--- config.mk ---
export PLATFORM = sky130hd
export DESIGN_NAME = sieben_segment_anzeige
export DESIGN_NICKNAME = d
export VERILOG_FILES = /design/src/rtl/seven_seg_pkg.sv /design/src/rtl/seg7_decoder.sv /design/src/rtl/sieben_segment_anzeige.sv
export SDC_FILE = /design/constraint.sdc
export NUM_CORES = 1
export LEC_CHECK = 0
export ABC_AREA = 1
export CORE_UTILIZATION = 30
export DETAILED_ROUTE_END_ITERATION = 12
export HOLD_SLACK_MARGIN = 0.15
export SLEW_MARGIN = 25
export SYNTH_ARGS = -nofsm -noshare
export SYNTH_HDL_FRONTEND = slang
export SYNTH_SLANG_ARGS = --single-unit
--- constraint.sdc ---
create_clock -name clk -period 0.8 [get_ports clk]
set_input_delay 0.2 -clock clk [delete_from_list [all_inputs] [get_ports clk]]
set_output_delay 0.2 -clock clk [all_outputs]
set_load 0.03 [all_outputs]
--- src/rtl/seven_seg_pkg.sv ---
// Shared segment encodings and digit type for the two-digit seven-segment driver.
// Codes are active-low, bit6=a ... bit0=g.
package seven_seg_pkg;

  localparam int unsigned SEG_W   = 7;
  localparam int unsigned DIGIT_W = 4;

  typedef logic [DIGIT_W-1:0] digit_t;
  typedef logic [SEG_W-1:0]   seg_t;

  localparam seg_t SEG_0     = 7'b0000001;
  localparam seg_t SEG_1     = 7'b1001111;
  localparam seg_t SEG_2     = 7'b0010010;
  localparam seg_t SEG_3     = 7'b0000110;
  localparam seg_t SEG_4     = 7'b1001100;
  localparam seg_t SEG_5     = 7'b0100100;
  localparam seg_t SEG_6     = 7'b0100000;
  localparam seg_t SEG_7     = 7'b0001111;
  localparam seg_t SEG_8     = 7'b0000000;
  localparam seg_t SEG_9     = 7'b0000100;
  localparam seg_t SEG_A     = 7'b0001000;
  localparam seg_t SEG_B     = 7'b1100000;
  localparam seg_t SEG_C     = 7'b0110001;
  localparam seg_t SEG_D     = 7'b1000010;
  localparam seg_t SEG_E     = 7'b0110000;
  localparam seg_t SEG_F     = 7'b0111000;
  localparam seg_t SEG_BLANK = 7'b1111111;

  localparam digit_t DECIMAL_BASE = 4'd10;

endpackage

--- src/rtl/seg7_decoder.sv ---
// Combinational 4-bit digit to active-low seven-segment pattern decoder.
module seg7_decoder
  import seven_seg_pkg::*;
(
  input  digit_t digit,
  output seg_t   seg
);

  always_comb begin
    seg = SEG_BLANK;
    unique case (digit)
      4'h0: seg = SEG_0;
      4'h1: seg = SEG_1;
      4'h2: seg = SEG_2;
      4'h3: seg = SEG_3;
      4'h4: seg = SEG_4;
      4'h5: seg = SEG_5;
      4'h6: seg = SEG_6;
      4'h7: seg = SEG_7;
      4'h8: seg = SEG_8;
      4'h9: seg = SEG_9;
      4'hA: seg = SEG_A;
      4'hB: seg = SEG_B;
      4'hC: seg = SEG_C;
      4'hD: seg = SEG_D;
      4'hE: seg = SEG_E;
      4'hF: seg = SEG_F;
      default: seg = SEG_BLANK;
    endcase
  end

endmodule

--- src/rtl/sieben_segment_anzeige.sv ---
// Two-digit seven-segment driver: hex on the units digit, or decimal 00-15 across both.
// Reset input is active-high despite its name.
module sieben_segment_anzeige
  import seven_seg_pkg::*;
#(
  parameter bit BLANK_LEADING_ZERO = 1'b1
) (
  input  logic               clk,
  input  logic               reset_n,
  input  logic [DIGIT_W-1:0] in,
  input  logic               sw,
  output logic [SEG_W-1:0]   out0,
  output logic [SEG_W-1:0]   out1
);

  logic   ge_ten_c;
  digit_t units_c;
  digit_t tens_c;
  seg_t   units_seg_c;
  seg_t   tens_seg_c;
  seg_t   next_out0_c;
  seg_t   next_out1_c;

  // Binary-to-BCD split; only applied in decimal mode
  always_comb begin
    ge_ten_c = sw && (in >= DECIMAL_BASE);
    units_c  = ge_ten_c ? DIGIT_W'(in - DECIMAL_BASE) : in;
    tens_c   = ge_ten_c ? DIGIT_W'(1) : DIGIT_W'(0);
  end

  seg7_decoder u_units (
    .digit (units_c),
    .seg   (units_seg_c)
  );

  seg7_decoder u_tens (
    .digit (tens_c),
    .seg   (tens_seg_c)
  );

  // Mode mux and leading-zero blanking
  always_comb begin
    next_out0_c = units_seg_c;
    next_out1_c = SEG_BLANK;
    if (sw) begin
      if (ge_ten_c || !BLANK_LEADING_ZERO) begin
        next_out1_c = tens_seg_c;
      end
    end
  end

  always_ff @(posedge clk or posedge reset_n) begin
    if (reset_n) begin
      out0 <= SEG_BLANK;
      out1 <= SEG_BLANK;
    end else begin
      out0 <= next_out0_c;
      out1 <= next_out1_c;
    end
  end

endmodule

# ---- Yosys cells after proc, flatten, opt, wreduce, memory -nomap -nowiden
# Memory sizes are Yosys's and may differ from the RTL's. A register that Yosys moved wholly into a read port is not among the register bits.
# Index checks and enable logic that the tools add are counted.
# W data, S select, Z words.
dict set report word_totals {
  reg_bits 7
  latch_bits 0
  mem_bits_rw 0
  mem_bits_ro 224
  output_inout_bits 14
  n_memories 2
}
dict set report classes {
  add_sub_neg 1
  n_mul 0
  div_mod_pow 0
  order_cmp 1
  eq_ne 0
  n_shift 0
  muxes 4
  n_bitwise 0
  n_reduce_logical 1
}
# name words width read_ports rd_clocked_by_memory_dff wr line
set mem_list {}
lappend mem_list {{(name not given)} 16 7 1 0 0 seg7_decoder.sv:11} ;# unique case (digit)
lappend mem_list {{(name not given)} 16 7 1 1 0 seg7_decoder.sv:11}
# cell n
set ops {}
lappend ops {{$mux W7} 2}
lappend ops {{$ge A4 B4 Y1 const B} 1}
lappend ops {{$mux W4} 1}
lappend ops {{$sub A4 B4 Y4 const B} 1}
lappend ops {{$logic_and A1 B1 Y1} 1}
lappend ops {{$mux W1} 1}

# ---- Depth between registers and ports, before layout
# Gate-level depths: netlist of run 1.
# An unclocked memory read counts as a cell.
dict set report logic_depth {
  ltp_word 6
  ltp_mapped 10
}

# ---- Hierarchy
# From an unflattened synthesis of run 1, not the netlist that was laid out.
dict set report hier_totals {
  hier_cells 153
  area_unflattened_um2 1101.1
}
# mod instances cells_per_inst area_per_inst_um2 seq_area_each_um2
set modules_own_cells {}
lappend modules_own_cells {sieben_segment_anzeige 1 55 553.0 367.9}
lappend modules_own_cells {seg7_decoder 2 49 274.0 0.0}

# ---- Worst setup path before layout of run 1
# No wires, ideal clock.
dict set report synth_timing {
  kind {input to register}
  from {in in[1]}
  to {reg out0[6]}
  arrival_time_ns 1.085
  path_slack_ns -0.346
  stages 9
  path_buffers 0
  cell_sequence {inv_1 > ha_1 > inv_1 > nor2_4 > a21oi_4 > nand3_1 > nand2_1 > nand2_1 > nand2_1}
}
dict set report synth_between {
  elab_chain_len 3
  word_cells_on_any_way 4
  classes_between {1 x add/sub; 1 x order compare; 1 x mux; 1 x reduce/logical}
}
# item line
set synth_rtl {}
lappend synth_rtl {{from (decl)} sieben_segment_anzeige.sv:10} ;# input logic [DIGIT_W-1:0] in,
lappend synth_rtl {{$ge A4 B4 Y1} sieben_segment_anzeige.sv:26} ;# ge_ten_c = sw && (in >= DECIMAL_BASE);
lappend synth_rtl {{$logic_and A1 B1 Y1} sieben_segment_anzeige.sv:26}
lappend synth_rtl {{$mux W4 (*)} sieben_segment_anzeige.sv:27} ;# units_c = ge_ten_c ? DIGIT_W'(in - DECIMAL_BASE) : in;
lappend synth_rtl {{to (decl)} sieben_segment_anzeige.sv:12} ;# output logic [SEG_W-1:0] out0,
# Mark *: on every way between the ends. The rest lies on a longest branch, timed or not.

# ---- Final worst setup path of run 1
dict set report layout_timing {
  from {reg out1[4]}
  to {out out1[4]}
}
# item line
set layout_rtl {}
lappend layout_rtl {{from (decl)} sieben_segment_anzeige.sv:13} ;# output logic [SEG_W-1:0] out1
lappend layout_rtl {{from (signal assigned)} sieben_segment_anzeige.sv:58} ;# out1 <= next_out1_c;
# No word-level cell between the ends.

==> results of run 1 <==
## state kept, by name (all words and copies together) (netlist names)
signal,cells
out0,7
out1,1
## report_power, final
| group | internal, W | switching, W | total [W] |
|---|---|---|---|
| Clock | 0.000170 | 0.000112 | 0.000282 |
| Sequential | 0.000481 | 0.0000206 | 0.000502 |
| Combinational | 0.000272 | 0.000375 | 0.000647 |
## repair_timing
| item | 4_1_cts | 5_1_grt |
|---|---|---|
| setup endpoints to repair | 17 | 16 |
| buffers inserted | 0 | 1 |
| resized for setup | 50 | 6 |
| pin swaps | 11 | 8 |
## metrics by stage
| stage | cells | utilization [%] |
|---|---|---|
| after floorplan | 81 | - |
| after global placement | 125 | 47.4 |
| after detailed placement | 125 | 47.4 |
| after CTS | 127 | 52.8 |
| after global routing | 128 | 54.4 |
| final | 128 | 54.4 |
## kinds of logic after synthesis
| family | count (synthesis) | share of synthesized area, % |
|---|---|---|
| AND/OR/NAND/NOR | 41 | 33.3 |
| buffers and inverters | 16 | 13.8 |
| flip-flops | 8 | 34.1 |
| AO/OA/AOI/OAI | 7 | 10.1 |
| adder cells (fa/ha/maj) | 4 | 8.11 |
| other | 1 | 0.608 |
## metal layers
| metal | track usage (%) | wire, um |
|---|---|---|
| met1 | 15.1 | 480 |
| met2 | 21.4 | 653 |
| met3 | 2.31 | 29 |
| met4 | 6.86 | 0 |
| met5 | 0 | 0 |
## final cells by class
type                    instances  area [um^2]
multi-input cells              57          493
inverters                      10         63.8
repair buffers                 23          234
clock buffers                   3         22.5
well taps                      27         33.8
fillers                       179          885
flip-flops and latches          8          210
## how the worst max path moves through the flow
stage | startpoint | to | slack (ps) | cells past startpoint
after global placement | in[2] | out0[0]$_DFF_PP1_ | -960 | 11
after detailed placement | in[2] | out0[0]$_DFF_PP1_ | -960 | 11
after global routing | out1[4]$_DFF_PP1_ | out1[4] | -350 | 1
after floorplan | sw | out0[3]$_DFF_PP1_ | -250 | 9
final | out1[4]$_DFF_PP1_ | out1[4] | -310 | 1
after CTS | out1[4]$_DFF_PP1_ | out1[4] | -310 | 1
## placed cells by master (no fill, tap or decap), types with 3 or more instances in the layout
cell | netlist | layout
nand2_2 | 5 | 4
clkbuf_4 | 0 | 3
conb_1 | 1 | 5
nand3_2 | 2 | 7
inv_1 | 8 | 4
buf_4 | 6 | 9
dfstp_2 | 8 | 8
buf_6 | 0 | 10
ha_4 | 0 | 4
inv_2 | 1 | 3
nand2_1 | 23 | 20
nand2_4 | 1 | 4
==> out/metrics.yaml, run 1 <==
status: "finished, violations left"
failed_checks: "setup timing"
dpl.hpwl_um: 888
dpl_worst_slack_ps: -961
yosysWarnings: 0
gr-usage-all-layers_pct: 12.7
startpoint_type: "flop"
cp.arrival_ps: 910
num_vias: 521
p_leak_nw: 0.488
ant_nets: 0
finalCriticalPeriod_ps: 1110
cts_hold_buffers: 0
cp_top_family: "flip-flops"
grt_pass1_vias: 487
antenna_found_initial: 0
die_area_mm2: 0.00224
ys_top_cells_by_area: "dfstp_2, nand2_1, ha_1"
hp-class: "input port to flop"
htreeDepth: 1
final_area_mm2: 0.00106
ys_ff_latch: 8
clk_pin_slew_ps: 50
power.total_w: 0.00143
start_util_pct: 31.8
ys_types: 20
whs_path_depth: 5
path_class: "flop to output pin"
grt_max_degree: 9
cts_root_buffer: "clkbuf_4"
grt_overflow: 0
cts_buffers: 3
synth.avg_cell_area_um2: 8.01
synth_common_cells: "nand2_1, dfstp_2, inv_1"
cts_tree: "done"
min_from: "in[1]"
whs_ps: 356
area_delta_synth_final_pct: 71.4
synth_top_flop_cell: "dfstp_2"
hold_path_end: "out1[4]$_DFF_PP1_"
place_congestion: 0.722
synth_edf_count: 0
clkSinkCount: 8
crit_fanout: 2
tns_ps: -3690
worstPathCellList: "buf_6"
setup_violations: 16
maxCapViolations: 0
async_flop_share_pct: 100
synth_top_cell_area_share_pct: 34.1
dr.first_iter.drc_count: 3
core-area_mm2: 0.00194
finalHoldViolCount: 0
chipHeight_um: 47.3
port_buffers: 15
fin_ws_ps: -309
ir_worst_vdd_uv: 574
diodes: 0
slowest_stage: "dfstp_2"
synth_area_um2: 617
nets: 114
drive_gt1_share_pct: 66.3
remaining_drc_errors: 0
max_freq_mhz: 901
required_ps: 600
post_drt_wl_per_cell_um: 9.09
die_x_um: 47.3
clock_path_buffers: 2
power.density_mw_per_mm2: 1350
cp.buffers_inverters: 1
min_period_over_period_pct: 139
grt_pass1_wl_um: 1980
viasPerCell: 4.07
rsz0062_at_grt: "true"
io_pins: 21
rows: 16
critical-path-max-stage-delay_ps: 540
synth_area_leader_cell: "dfstp_2"
detailed_place.area_um2: 921
slew_violations: 0
worst_setup_path_end_kind: "output pin"
synth_cells: 77
drt_first_pass_iters: 3
wl_um: 1160
synth.most_common_cell: "nand2_1"
synth_seq_area_share_pct: 34.1
Note: power is estimated with default switching activity, not from simulation.
==> inputs of run 2 (changes only) <==
--- a/config.mk
+++ b/config.mk
@@ -6,6 +6,7 @@
 export NUM_CORES = 1
 export LEC_CHECK = 0
 export ABC_AREA = 1
+export CORE_MARGIN = 3
 export CORE_UTILIZATION = 30
 export DETAILED_ROUTE_END_ITERATION = 12
 export HOLD_SLACK_MARGIN = 0.15
==> run 2 against run 1 <==
  * The run still ends with setup timing left
  * Via count grew 6.1%
  * Core utilization grew 4.2 points
  * Sequential share of layout area down 0.39 points
  * Sequential power about the same
  * Cell area increased by 2.0%
  * Critical path type unchanged
  * Largest power group unchanged
  * Highest routed layer is now met4
==> out/metrics.yaml, run 2 (synthesis results as in run 1) <==
status: "finished, violations left"
failed_checks: "setup timing"
whs_ps: 430
io_pins: 21
cp.arrival_ps: 920
finalHoldViolCount: 0
final_common_cell: "nand2_1"
slew_violations: 0
cts_root_buffer: "clkbuf_4"
slowest_stage: "dfstp_2"
wl_um: 1290
clkSinkCount: 8
ir_worst_vdd_uv: 552
die_x_um: 51.3
cts_tree: "done"
path_class: "flop to output pin"
worst_setup_path_end_kind: "output pin"
drive_gt1_share_pct: 64.4
critical-path-max-stage-delay_ps: 540
clock_path_buffers: 2
rows: 15
power.density_mw_per_mm2: 1350
remaining_drc_errors: 0
max_freq_mhz: 894
min_period_over_period_pct: 140
cts_buffers: 3
largestRegisters: "out0 x7, out1 x1"
ant_nets: 0
grt_max_degree: 9
maxCapViolations: 0
largest_register: "out0"
diodes: 0
die_area_mm2: 0.00264
crit_fanout: 2
required_ps: 600
final_cells: 129
hp-class: "input port to asynchronous set/reset pin"
layout_common_cells: "nand2_1, buf_6, dfstp_2, buf_4"
port_buffers: 15
num-fill-cells: 177
nets: 117
clk_pin_slew_ps: 50
fin_ws_ps: -318
p_leak_nw: 0.501
drt_first_pass_iters: 4
gr-usage-all-layers_pct: 11.5
core-area_mm2: 0.00184
place_congestion: 0.690
chipHeight_um: 51.3
dpl_worst_slack_ps: -979
worstPathCellList: "buf_6"
area_delta_synth_final_pct: 74.8
cts_hold_buffers: 0
dpl.hpwl_um: 938
viasPerCell: 4.29
largest_reg_flops: 7
grt_overflow: 0
dr.first_iter.drc_count: 6
htreeDepth: 1
post_drt_wl_per_cell_um: 10.0
rsz0062_at_grt: "true"
cp.buffers_inverters: 1
antenna_found_initial: 0
grt_pass1_wl_um: 2290
power.total_w: 0.00146
start_util_pct: 33.5
grt_pass1_vias: 516
setup_violations: 16
cp_top_family: "flip-flops"
startpoint_type: "flop"
tns_ps: -3820
finalCriticalPeriod_ps: 1120
num_vias: 553
dpl.cell_count: 124
## run 2: final timing paths
path | startpoint | to | slack (ps) | cells past startpoint
setup / recovery | out1[4]$_DFF_PP1_ | out1[5] | -320 | 1
hold / removal | reset_n | out0[0]$_DFF_PP1_ | 430 | 2
max in group asynchronous | reset_n | out0[2]$_DFF_PP1_ | 350 | 2
min in group clk | in[3] | out0[2]$_DFF_PP1_ | 440 | 4
## run 2: cell type report
cell class	count	area [um^2]	area share (%)
Timing Repair Buffer	26	270	25.1
Inverter	10	63.8	5.92
Clock buffer	3	22.5	2.09
Sequential cell	8	210	19.5
Tap cell	25	31.3	2.90
Multi-Input combinational cell	57	480	44.5
## run 2: layer usage
| metal | wire [um] | GRT usage, % |
|---|---|---|
| met5 | 0 | 0 |
| met4 | 16 | 6.55 |
| met3 | 70 | 0.875 |
| met2 | 702 | 19.5 |
| met1 | 504 | 14.1 |
## run 2: through the flow
step	area, um^2	utilization [%]
final	1080	58.6
after global routing	1080	58.6
after CTS	1020	55.6
after detailed placement	926	50.3
after global placement	926	50.3
after floorplan	736	-
## run 2: power by group
part           internal [W]  switching (W)
Sequential         0.000481      0.0000201
Combinational      0.000288       0.000378
Clock              0.000170       0.000117
## run 2: what timing repair did
item | 4_1_cts | 5_1_grt
resized for setup | 43 | 8
setup buffers | 2 | 1
pin swaps | 11 | 14
endpoints found under the setup margin | 17 | 16
==> inputs of run 3 (changes only) <==
--- a/config.mk
+++ b/config.mk
@@ -7,10 +7,13 @@
 export LEC_CHECK = 0
 export ABC_AREA = 1
 export CORE_MARGIN = 3
-export CORE_UTILIZATION = 30
+export CORE_UTILIZATION = 43
 export DETAILED_ROUTE_END_ITERATION = 12
 export HOLD_SLACK_MARGIN = 0.15
+export PLACE_DENSITY = 0.76
+export SKIP_CTS_REPAIR_TIMING = 1
 export SLEW_MARGIN = 25
 export SYNTH_ARGS = -nofsm -noshare
 export SYNTH_HDL_FRONTEND = slang
 export SYNTH_SLANG_ARGS = --single-unit
+export TNS_END_PERCENT = 1
==> run 3 against run 2 <==
  * The run still ends with setup timing left
  * Sequential cell count is the same
  * Sequential share of layout area up 2.7 points
  * Clock power grew 2%
  * Setup slack lost 7.8 ps
  * Combinational power fell by 13%
  * Sequential power about the same
  * Via count is 1.6% higher
  * Hold slack worse by 33 ps
  * Routed wire length fell by 5.2%
  * Total power fell by 5.2%
  * First-iteration DRC count shrank 17%
  * Maximum frequency decreased by 0.69%
==> out/metrics.yaml, run 3 (synthesis results as in run 1) <==
status: "finished, violations left"
failed_checks: "setup timing"
rsz0062_at_grt: "true"
min_period_over_period_pct: 141
cp_top_family: "flip-flops"
power.total_w: 0.00138
dpl.cell_count: 114
slowest_stage: "dfstp_2"
final_common_cell: "nand2_1"
core-area_mm2: 0.00132
required_ps: 600
cts_buffers: 3
die_x_um: 43.9
p_int_w: 0.000893
num_vias: 562
num-fill-cells: 113
remaining_drc_errors: 0
io_pins: 21
viasPerCell: 4.76
power.density_mw_per_mm2: 1460
dpl.hpwl_um: 1060
die_area_mm2: 0.00193
largest_register: "out0"
place_congestion: 0.840
whs_ps: 396
fin_ws_ps: -326
clockPowerShare_pct: 21.4
grt_pass1_vias: 511
p_sw_w: 0.000488
final_cells: 118
drt_first_pass_iters: 4
clk_pin_slew_ps: 50
gr-usage-all-layers_pct: 14.7
setup_violations: 16
ant_nets: 0
post_drt_wl_per_cell_um: 10.4
maxCapViolations: 0
cts_tree: "done"
clock_path_buffers: 2
hp-class: "input port to flop"
finish.utilization_pct: 71.8
chipHeight_um: 43.9
largestRegisters: "out0 x7, out1 x1"
dr.first_iter.drc_count: 5
wl_um: 1230
crit_fanout: 2
worstPathCellList: "buf_6"
htreeDepth: 1
ir_worst_vdd_uv: 741
min_from: "in[0]"
finalCriticalPeriod_ps: 1130
multiInputGateArea_um2: 420
area_delta_synth_final_pct: 53.3
layout_common_cells: "nand2_1, buf_4, buf_6"
cp.arrival_ps: 930
rows: 13
grt_pass1_wl_um: 2080
power_frac_seq_pct: 36.3
worst_setup_path_end_kind: "output pin"
slew_violations: 0
grt_overflow: 0
max_freq_mhz: 888
drive_gt1_share_pct: 57.3
finalHoldViolCount: 0
clkSinkCount: 8
cp.buffers_inverters: 1
cts_root_buffer: "clkbuf_4"
p_sw_share_pct: 35.3
diodes: 0
critical-path-max-stage-delay_ps: 540
combPwrFrac_pct: 42.3
antenna_found_initial: 0
path_class: "flop to output pin"
grt_max_degree: 9
startpoint_type: "flop"
p_leak_nw: 0.459
regArea_um2: 210
hold_path_end: "out0[1]$_DFF_PP1_"
port_buffers: 15
dpl_worst_slack_ps: -958
largest_reg_flops: 7
nets: 116
whs_path_depth: 4
start_util_pct: 46.8
==> run 3: cell types whose count changed in the layout (fill, tap and decap cells not counted), sizes merged <==
cell          delta
buf              -2
clkbuf           +1
dlygate4sd2      -1
dlymetal6s2s     +1
==> run 3: worst max-delay path by stage <==
stage | slack (ps) | endpoint | from | cells past startpoint
finish | -330 | out1[4] | out1[4]$_DFF_PP1_ | 1
CTS | -700 | out0[0]$_DFF_PP1_ | in[2] | 10
global placement | -920 | out0[6]$_DFF_PP1_ | in[2] | 10
detailed placement | -960 | out0[0]$_DFF_PP1_ | in[2] | 10
global route | -370 | out1[5] | out1[4]$_DFF_PP1_ | 1
floorplan | -250 | out0[3]$_DFF_PP1_ | sw | 9
==> run 3: stage by stage <==
| step | TNS [ps] | cell area [um^2] |
|---|---|---|
| 6_report | -4050 | 946 |
| 2_1_floorplan | -1750 | 723 |
| 4_1_cts | -7890 | 915 |
| 3_5_place_dp | -7530 | 892 |
| 3_3_place_gp | -7260 | 892 |
| 5_1_grt | -4800 | 946 |
==> run 3: routing by layer <==
metal | vias to the layer above | track usage, % | wire length (um)
li1 | 287 | - | -
met1 | 249 | 15.5 | 488
met2 | 24 | 26.2 | 623
met3 | 2 | 5.39 | 99
met4 | 0 | 5.42 | 17
met5 | - | 0 | 0
==> run 3: layout make-up <==
cell class | instances | area share, %
multi-input combinational | 57 | 44.4
timing repair buffer | 25 | 23.7
sequential | 8 | 22.2
inverter | 10 | 5.29
clock buffer | 3 | 2.38
tap | 15 | 1.98
==> run 3: power groups by stage <==
stage          clock [W]  combinational (W)  sequential (W)
2_1_floorplan          0           0.000283        0.000595
3_3_place_gp           0           0.000545        0.000495
3_5_place_dp           0           0.000554        0.000498
4_1_cts         0.000303           0.000556        0.000493
5_1_grt         0.000339           0.000633        0.000505
6_report        0.000295           0.000583        0.000501
